File: src/rtl/univ_cnt_pkg.sv
// Shared types for the programmable-modulus universal counter.
package univ_cnt_pkg;

    // Counting behaviour when a step crosses a bound; encoding 3 acts as MODE_SAT.
    typedef enum logic [1:0] {
        MODE_WRAP    = 2'd0,
        MODE_SAT     = 2'd1,
        MODE_ONESHOT = 2'd2
    } mode_e;

    // Run-state of the counter; DONE is only reachable in MODE_ONESHOT.
    typedef enum logic [1:0] {
        ST_IDLE = 2'd0,
        ST_RUN  = 2'd1,
        ST_DONE = 2'd2
    } state_e;

endpackage

File: src/rtl/mod_step_unit.sv
// Combinational next-count calculation for the modulus counter.
// All arithmetic is done one bit wider than the count so sums and
// borrows never alias back into the 0..lim range.
module mod_step_unit
    import univ_cnt_pkg::*;
#(
    parameter int unsigned N      = 8,
    parameter int unsigned STEP_W = 4
) (
    input  logic [N-1:0]      q,
    input  logic [STEP_W-1:0] step,
    input  logic [N-1:0]      lim,
    input  logic              up,
    input  logic [1:0]        mode,
    output logic [N-1:0]      nxt,
    output logic              wrap,
    output logic              hit_bound
);

    logic [N:0] q_x;
    logic [N:0] lim_x;
    logic [N:0] step_x;
    logic [N:0] sum;
    logic [N:0] diff;
    logic [N:0] wrap_up;
    logic [N:0] wrap_dn;

    assign q_x     = {1'b0, q};
    assign lim_x   = {1'b0, lim};
    assign step_x  = {{(N+1-STEP_W){1'b0}}, step};
    assign sum     = q_x + step_x;
    assign diff    = q_x - step_x;
    assign wrap_up = sum - (lim_x + (N+1)'(1));
    // A step larger than the whole range underflows here; the clamp below catches it.
    assign wrap_dn = q_x + lim_x + (N+1)'(1) - step_x;

    // Select the next count and flag a wrap according to direction and mode.
    always_comb begin
        nxt  = q;
        wrap = 1'b0;
        if (step_x == '0) begin
            nxt = q;
        end else if (up) begin
            if (sum <= lim_x) begin
                nxt = sum[N-1:0];
            end else if (mode == MODE_WRAP) begin
                nxt  = (wrap_up > lim_x) ? lim : wrap_up[N-1:0];
                wrap = 1'b1;
            end else begin
                nxt = lim;
            end
        end else begin
            if (q_x >= step_x) begin
                nxt = diff[N-1:0];
            end else if (mode == MODE_WRAP) begin
                nxt  = (wrap_dn > lim_x) ? lim : wrap_dn[N-1:0];
                wrap = 1'b1;
            end else begin
                nxt = '0;
            end
        end
    end

    assign hit_bound = up ? (nxt == lim) : (nxt == '0);

endmodule

File: src/rtl/univ_mod_counter.sv
// Programmable-modulus up/down counter with runtime limit, variable step,
// WRAP / SAT / ONESHOT modes and a registered one-cycle wrap pulse.
module univ_mod_counter
    import univ_cnt_pkg::*;
#(
    parameter int unsigned    N             = 8,
    parameter int unsigned    STEP_W        = 4,
    parameter logic [N-1:0]   DEFAULT_LIMIT = '1
) (
    input  logic              clk,
    input  logic              rst,
    input  logic              syn_clr,
    input  logic              load,
    input  logic              en,
    input  logic              up,
    input  logic [1:0]        mode,
    input  logic [STEP_W-1:0] step,
    input  logic [N-1:0]      d,
    input  logic [N-1:0]      limit,
    input  logic              limit_we,
    output logic [N-1:0]      q,
    output logic              max_tick,
    output logic              min_tick,
    output logic              wrap_pulse,
    output logic              busy,
    output logic              done
);

    logic [N-1:0] lim_reg;
    state_e       state;
    logic [N-1:0] nxt;
    logic         wrap;
    logic         hit_bound;

    mod_step_unit #(
        .N      (N),
        .STEP_W (STEP_W)
    ) u_step (
        .q         (q),
        .step      (step),
        .lim       (lim_reg),
        .up        (up),
        .mode      (mode),
        .nxt       (nxt),
        .wrap      (wrap),
        .hit_bound (hit_bound)
    );

    // Count, limit, FSM and wrap-pulse registers with clr > load > clamp > en priority.
    always_ff @(posedge clk) begin
        if (rst) begin
            q          <= '0;
            lim_reg    <= DEFAULT_LIMIT;
            state      <= ST_IDLE;
            wrap_pulse <= 1'b0;
        end else begin
            wrap_pulse <= 1'b0;
            if (limit_we) begin
                lim_reg <= limit;
            end
            if (syn_clr) begin
                q     <= '0;
                state <= ST_IDLE;
            end else if (load) begin
                q     <= (d > lim_reg) ? lim_reg : d;
                state <= ST_IDLE;
            end else if (q > lim_reg) begin
                q <= lim_reg;
            end else if (en && (state != ST_DONE)) begin
                q          <= nxt;
                wrap_pulse <= wrap;
                state      <= ((mode == MODE_ONESHOT) && hit_bound) ? ST_DONE : ST_RUN;
            end
        end
    end

    assign max_tick = (q == lim_reg);
    assign min_tick = (q == '0);
    assign busy     = (state == ST_RUN);
    assign done     = (state == ST_DONE);

endmodule

File: config.mk
export PLATFORM = sky130hd
export DESIGN_NAME = univ_mod_counter
export DESIGN_NICKNAME = d
export VERILOG_FILES = /design/src/rtl/univ_cnt_pkg.sv /design/src/rtl/mod_step_unit.sv /design/src/rtl/univ_mod_counter.sv
export SDC_FILE = /design/constraint.sdc
export NUM_CORES = 1
export LEC_CHECK = 0
export CAP_MARGIN = 5
export CORE_AREA = 2 2 92 139
export CTS_BUF_LIST = sky130_fd_sc_hd__clkbuf_4
export CTS_CLUSTER_DIAMETER = 120
export CTS_CLUSTER_SIZE = 14
export DETAILED_ROUTE_END_ITERATION = 10
export DIE_AREA = 0 0 94 141
export PLACE_DENSITY = 0.6
export SLEW_MARGIN = 20
export SYNTH_ARGS = -nofsm -noshare
export SYNTH_HDL_FRONTEND = slang
export SYNTH_SLANG_ARGS = --single-unit
File: constraint.sdc
create_clock -name clk -period 7.9 [get_ports clk]
set_input_delay 1.58 -clock clk [delete_from_list [all_inputs] [get_ports clk]]
set_output_delay 1.58 -clock clk [all_outputs]
set_load 0.005 [all_outputs]
==> results of run 1 <==
[cells by family after synthesis]
| logic type | count (synthesis) |
|---|---|
| and+or+nand+nor | 191 |
| AOI/OAI and AO/OA | 182 |
| buffers and inverters | 75 |
| adders and majority gates | 70 |
| muxes | 7 |
| DFF | 19 |
| xor gates and xnor gates | 21 |
[placed cells by master (no fill, tap or decap), types with 16 or more instances in the layout]
cell / count
clkdlybuf4s50_1: 41
o211ai_1: 21
o21ai_0: 28
nor3_1: 19
nand3_1: 25
nor2_1: 40
dfxtp_1: 19
xnor2_1: 16
inv_1: 51
a21oi_1: 43
ha_1: 63
nand2_1: 39
[cell type report]
cell class | instances | area share
multi-input cells | 471 | 0.7378
repair buffers | 45 | 0.09352
flip-flops and latches | 19 | 0.08077
well taps | 156 | 0.04145
inverters | 51 | 0.04065
clock buffers | 3 | 0.004782
clock inverters | 1 | 0.001063
[metrics by stage]
| step | setup slack (ns) | hold slack (ns) | util | instances |
|---|---|---|---|---|
| after floorplan | 1.638 | 0.5311 | - | 565 |
| after global placement | 0.3533 | 0.5814 | 0.3838 | 742 |
| after detailed placement | 0.3423 | 0.5889 | 0.3838 | 742 |
| after CTS | 0.6538 | 0.6093 | 0.3861 | 746 |
| after global routing | 0.2190 | 0.6449 | 0.3861 | 746 |
| final | 0.6617 | 0.6096 | 0.3861 | 746 |
[synth_stat cells (4+ instances only)]
master / number / share of area
buf_2: 5 / 0.0060
and2_1: 4 / 0.0060
mux2i_1: 5 / 0.012
o21ai_0: 28 / 0.034
xor2_1: 5 / 0.011
o311a_1: 5 / 0.012
o311ai_1: 4 / 0.0084
clkbuf_1: 14 / 0.013
a211oi_1: 8 / 0.014
o221ai_1: 4 / 0.0084
nor2_1: 40 / 0.036
xnor2_1: 16 / 0.034
fa_1: 7 / 0.034
a21oi_1: 43 / 0.052
nand2_1: 39 / 0.035
nor3_1: 19 / 0.023
a21o_1: 7 / 0.013
inv_1: 51 / 0.046
nand2b_1: 6 / 0.0090
o21a_1: 5 / 0.0090
o211ai_1: 21 / 0.038
nand3_1: 25 / 0.030
nor2b_1: 14 / 0.021
nor4_1: 8 / 0.012
o22ai_1: 6 / 0.0090
a211o_1: 4 / 0.0084
nand4_1: 14 / 0.021
ha_1: 63 / 0.19
o2111ai_1: 4 / 0.0084
a2bb2oi_1: 6 / 0.013
or3_1: 6 / 0.0090
dfxtp_1: 19 / 0.092
[critical path, stage by stage]
cell and delay, ns:
clkdlybuf4s50_1 0.52, ha_1 0.29, fa_1 0.42, nand2b_1 0.14
a21oi_1 0.11, and3_1 0.20, xnor2_1 0.25, ha_1 0.39
a21o_1 0.24, or3_1 0.31, o21ai_0 0.26, xnor2_1 0.14
ha_1 0.21, a2111o_1 0.43, o32ai_2 0.43, a2111oi_0 0.21
or3_1 0.43, o211ai_1 0.19, nand4_1 0.11, nor4_1 0.43
o31a_1 0.19
[per-layer routing]
metal | vias up | routed length [um] | global-route usage
li1 | 2185 | - | -
met1 | 2176 | 5884 | 0.2679
met2 | 229 | 7824 | 0.4226
met3 | 69 | 871 | 0.02191
met4 | 0 | 1131 | 0.1510
met5 | - | 0 | 0
[power by group through the flow]
stage | Sequential (uW) | Combinational [uW] | Clock [uW]
detailed placement | 119 | 460 | 0
global route | 117 | 519 | 54.8
global placement | 119 | 451 | 0
floorplan | 111 | 332 | 0
CTS | 116 | 463 | 49.2
finish | 117 | 469 | 49.6
[path summary, 6_finish.rpt]
| path | startpoint | end |
|---|---|---|
| hold / removal | state[1] | state[1] |
| hold reg to reg | state[1] | state[1] |
| setup reg to reg | lim_reg[0] | state[1] |
| setup / recovery | step[0] | state[1] |
==> key figures, run 1 <==
Clocking
  • Hold-fix buffers at CTS: 0
  • Clock-pin slew on the worst setup and hold paths: 0.11 ns
  • Clk buf depth: 2
  • H-tree depth: 1
  • CTS buffer count: 3
  • Clock sink total: 19
  • CTS tree: yes
  • Worst skew pair latency: 0.30 ns
  • Setup Buffers After CTS: 0
  • Post_cts resized: 0
  • Clock root buffer: clkbuf_4

Synthesis
  • Sequential share of the synthesized area: 0.09159
  • Complex-gate fraction of the synthesized area: 0.3121
  • Async S/R FF share, synth: 0
  • Mapped Area: between 0.004 and 0.005 mm2
  • Number of library cell types mapped by synthesis: ~70
  • Post-Synth Adder-Cell Area: 0.2236
  • Largest family of logic cells by synthesized area: compound AO/OA/AOI/OAI gates
  • Post-Synthesis Net Count: ~660
  • EDFF count, synth: 0
  • Syn Inst Count: ~570
  • Main synth FF type: dfxtp_1
  • Warnings, synthesis: 0
  • Synth Area in Simple Gates: 0.2377
  • Post-synthesis mux area share: 0.01748
  • Register bit total from synthesis: 19
  • Synthesized area per cell: around 7.3 um2
  • Post-Synth XOR/XNOR Area: 0.04429

Timing
  • Slew @ Worst Pin: a little over 1 ns
  • Slew Viols, Final: 0
  • RSZ-0062 raised after global routing: no
  • Final period utilization: 0.9162
  • Crit path time final: just over 7 ns
  • Slew margin rel.: 0.3187
  • Max Fclk: 138.2 MHz
  • Final Setup Violations: 0
  • Setup TNS: 0 ns
  • Fin Clk Skew: around 0.0036 ns
  • Final hold vios: 0

Power and ir drop
  • Flop pwr share: 0.184
  • Clock group share of total power: 0.078
  • Leak: roughly 0.002 uW
  • Power density over cell area: 135.0 mW/mm2
  • Net Sw Frac: 0.5161
  • Switching Power: approximately 330 uW
  • Final Power: ~640 uW
  • Peak supply drop: 0.00007563 V
  • Internal power: 307.7 uW
  • Comb pwr share: 0.738

Critical path
  • CP Launch Type: input pin
  • CP Class: in -> reg
  • CP max FO: 8
  • Critical Path Sink Type: register
  • Worst R2R Setup Slack: between 1.5 and 2 ns
  • CP required: a little over 8 ns
  • CP arrival: around 7.5 ns
  • R2R cell count: 19

Global route
  • Initial antenna violation count: 0
  • First-pass GRT wire length: 24920 um
  • Total track usage: 0.2384
  • Gr ovfl total: 0
  • Vias in the first global route: between 4000 and 5000
  • Largest net degree at the start of global routing: 25

Detailed routing
  • Wire length per cell: about 21 um
  • Initial DRC Count: ~430
  • Final WL: ~16000 um
  • Drt via density: ~6.2
  • DRC Markers: 0
  • First-pass DRT Iterations: 5
  • Via count: approximately 4700
  • Post-route ant nets: 0

Floorplanning
  • Die span in x: about 94 um
  • Core area: around 0.012 mm2
  • Die area: around 0.013 mm2
  • Chip height: approximately 140 um
  • I/O pins: 42
  • # rows: 50
  • Initial Util: 0.3404

Layout
  • Fillers: about 1300
  • Multi-input logic area: between 0.003 and 0.004 mm2
  • Reg area: 380.4 um2
  • Ant diodes: 0
  • Nets: 690
  • Layout cell share with drive strength beyond 1: 0.04237
  • Layout area overhead: 13.41%
  • Design Area, Final: ~0.0047 mm2

Run status
  • Status: finished, final reports clean

Place
  • Area post-placement: between 0.004 and 0.005 mm2
  • Routability-driven placement congestion ratio: between 0.9 and 1
  • Port Buffers: 41
  • Detail Placement HPWL: around 13000 um

Hold path
  • Path category of the worst min-delay check: reg -> reg
  • Hold Path Depth: 2

Flow run
  • Max Cap Viol: 0
No activity file was read; power rests on OpenSTA's default activity.
==> run 2, diff against run 1 <==
--- a/config.mk
+++ b/config.mk
@@ -6,12 +6,12 @@
 export NUM_CORES = 1
 export LEC_CHECK = 0
 export CAP_MARGIN = 5
-export CORE_AREA = 2 2 92 139
+export CORE_AREA = 2 2 129 100
 export CTS_BUF_LIST = sky130_fd_sc_hd__clkbuf_4
 export CTS_CLUSTER_DIAMETER = 120
 export CTS_CLUSTER_SIZE = 14
 export DETAILED_ROUTE_END_ITERATION = 10
-export DIE_AREA = 0 0 94 141
+export DIE_AREA = 0 0 131 102
 export PLACE_DENSITY = 0.6
 export SLEW_MARGIN = 20
 export SYNTH_ARGS = -nofsm -noshare
==> run 2 against run 1 <==
Compared with the run above: maximum frequency is 1.8% lower; flip-flop and latch count stayed put; register-to-register slack got worse by 0.27 ns; critical path depth stayed put; final cell count rose by 1.5%; worst setup slack worse by 0.13 ns; combinational power is essentially flat; critical endpoint unchanged.
==> key figures, run 2 (same netlist as run 1, synthesis figures left out) <==
Run status
  • Status: finished, final reports clean (unchanged)

Detailed routing
  • Via count: 4648 (was 4659)
  • DRC Markers: 0 (unchanged)
  • First-pass DRT Iterations: 5 (unchanged)
  • Drt via density: 6.140 (was 6.245)
  • Final WL: 15160 um (was 15710 um)
  • Post-route ant nets: 0 (unchanged)
  • Wire length per cell: 20.03 um (was 21.06 um)
  • Initial DRC Count: 566 (was 428)

Floorplanning
  • Initial Util: 0.3448 (was 0.3404)
  • # rows: 35 (was 50)
  • Die span in x: 131 um (was 94 um)
  • Die area: 0.01336 mm2 (was 0.01325 mm2)
  • Chip height: 102 um (was 141 um)
  • Core area: 0.01204 mm2 (was 0.01220 mm2)
  • I/O pins: 42 (unchanged)

Timing
  • Slew @ Worst Pin: 0.9004 ns (was 1.019 ns)
  • Crit path time final: 7.368 ns (was 7.238 ns)
  • Final period utilization: 0.9327 (was 0.9162)
  • Final hold vios: 0 (unchanged)
  • Fin Clk Skew: 0.001190 ns (was 0.003611 ns)
  • Setup TNS: 0 ns (unchanged)
  • Max Fclk: 135.7 MHz (was 138.2 MHz)
  • RSZ-0062 raised after global routing: no (unchanged)
  • Slew margin rel.: 0.3942 (was 0.3187)
  • Slew Viols, Final: 0 (unchanged)
  • Worst Setup Slack, final: 0.5318 ns (was 0.6617 ns)
  • Final Setup Violations: 0 (unchanged)

Clocking
  • CTS tree: yes (unchanged)
  • Clk buf depth: 2 (unchanged)
  • H-tree depth: 1 (unchanged)
  • Clock-pin slew on the worst setup and hold paths: 0.12 ns (was 0.11 ns)
  • Hold-fix buffers at CTS: 0 (unchanged)
  • CTS buffer count: 3 (unchanged)
  • Clock root buffer: clkbuf_4 (unchanged)
  • Clock sink total: 19 (unchanged)
  • Setup Buffers After CTS: 0 (unchanged)
  • Worst skew pair latency: 0.31 ns (was 0.30 ns)
  • Post_cts resized: 0 (unchanged)

Global route
  • Vias in the first global route: 4386 (was 4706)
  • First-pass GRT wire length: 24180 um (was 24920 um)
  • Largest net degree at the start of global routing: 25 (unchanged)
  • Total track usage: 0.2341 (was 0.2384)
  • Initial antenna violation count: 0 (unchanged)
  • Gr ovfl total: 0 (unchanged)

Critical path
  • CP bufs+invs: 2 (was 1)
  • Worst path cell trace: clkdlybuf4s50_1, inv_1, ha_1, nand2b_1, a21oi_1, and3_1, xnor2_1, ha_1, a21o_1, or3_1, o21ai_0, xnor2_1, ha_1, a2111o_1, o32ai_2, a2111oi_0, or3_1, o211ai_1, nand4_1, nor4_1, o31a_1 (was clkdlybuf4s50_1, ha_1, fa_1, nand2b_1, a21oi_1, and3_1, xnor2_1, ha_1, a21o_1, or3_1, o21ai_0, xnor2_1, ha_1, a2111o_1, o32ai_2, a2111oi_0, or3_1, o211ai_1, nand4_1, nor4_1, o31a_1)
  • CP Launch Type: input pin (unchanged)
  • Critical path's slowest cell: clkdlybuf4s50_1 (unchanged)
  • CP max FO: 8 (unchanged)
  • CP most frequent cell: ha_1 (unchanged)
  • Max incr delay on CP: 0.59 ns (was 0.52 ns)
  • Worst R2R Setup Slack: 1.55 ns (was 1.82 ns)
  • CP Class: in -> reg (unchanged)
  • CP arrival: 7.63 ns (was 7.49 ns)
  • Cell family with most CP delay: compound AO/OA/AOI/OAI gates (unchanged)
  • CP required: 8.16 ns (about the same)
  • Critical Path Sink Type: register (unchanged)

Hold path
  • Path category of the worst min-delay check: reg -> reg (unchanged)

Layout
  • Nets: 691 (was 690)
  • Non-Filler Instances: 757 (was 746)
  • Layout cell share with drive strength beyond 1: 0.04399 (was 0.04237)
  • Most frequent cells in the layout: 63 x ha_1, 51 x inv_1, 43 x a21oi_1, 41 x clkdlybuf4s50_1, 40 x nor2_1 (unchanged)
  • Ant diodes: 0 (unchanged)
  • Design Area, Final: 0.004730 mm2 (was 0.004710 mm2)
  • Finished Core Util: 0.3927 (was 0.3861)
  • Most common cell after layout, fill and taps aside: ha_1 (unchanged)
  • Layout area overhead: 13.89% (was 13.41%)

Power and ir drop
  • Leak: 0.002014 uW (was 0.002010 uW)
  • Power density over cell area: 134.7 mW/mm2 (was 135.0 mW/mm2)
  • Peak supply drop: 0.00006747 V (was 0.00007563 V)

Place
  • Pre-CTS WS: 0.3487 ns (was 0.3423 ns)
  • Detail Placement HPWL: 11980 um (was 12720 um)
  • Area post-placement: 0.004702 mm2 (was 0.004682 mm2)
  • Port Buffers: 41 (unchanged)
  • Placed Instances: 753 (was 742)
  • Routability-driven placement congestion ratio: 0.9804 (was 0.9862)

Flow run
  • Max Cap Viol: 0 (unchanged)
[run 2: cell types whose count changed in the layout (fill, tap and decap cells not counted)]
cell and change:
buf_4 +1
[run 2: final cells by class]
class	instances	area (um2)
Tap cell	166	207.7
Multi-Input combinational cell	471	3475
Timing Repair Buffer	46	447.9
Fill cell	1237	7313
Clock inverter	1	5.005
Clock buffer	3	22.52
Sequential cell	19	380.4
Inverter	51	191.4
[run 2: through the flow]
step	total power [uW]	hold slack, ns
3_5_place_dp	571.3	0.5651
5_1_grt	688.4	0.6477
4_1_cts	624.4	0.5885
6_report	637.1	0.5965
2_1_floorplan	443.2	0.5311
3_3_place_gp	566.2	0.6025
[run 2: path summary, 6_finish.rpt]
path | start | cells after the start | end
worst min-delay path | state[0] | 2 | state[0]
worst max register to register | lim_reg[0] | 19 | state[1]
worst min register to register | state[0] | 2 | state[0]
worst max-delay path | step[2] | 21 | state[1]
[run 2: power breakdown]
group / total (uW) / switching (uW) / leakage [uW] / internal, uW
Combinational: 466 / 278 / 0.00184 / 187
Clock: 52.2 / 33.3 / 0.0000177 / 18.9
Sequential: 119 / 17.7 / 0.000157 / 101
[run 2: worst reg2reg max path, stage by stage, from the launching register on]
cell      delay (ns)
dfxtp_1         0.69
inv_1           0.38
fa_1            0.51
fa_1            0.41
nand2b_1        0.18
a211oi_1        0.60
nor2b_1         0.13
xnor2_1         0.22
ha_1            0.29
a21o_1          0.17
a211o_1         0.28
o311ai_1        0.28
buf_4           0.19
o21a_1          0.32
o311ai_1        0.28
o221a_2         0.38
o211ai_1        0.10
nand4_1         0.22
nor4_1          0.48
o31a_1          0.20
[run 2: layer usage]
layer  vias to the layer above  global-route usage  wire, um
li1                       2177                   -         -
met1                      2230              0.3696      7664
met2                       216              0.3376      6090
met3                        25             0.02932      1181
met4                         0             0.04337       226
met5                         -                   0         0
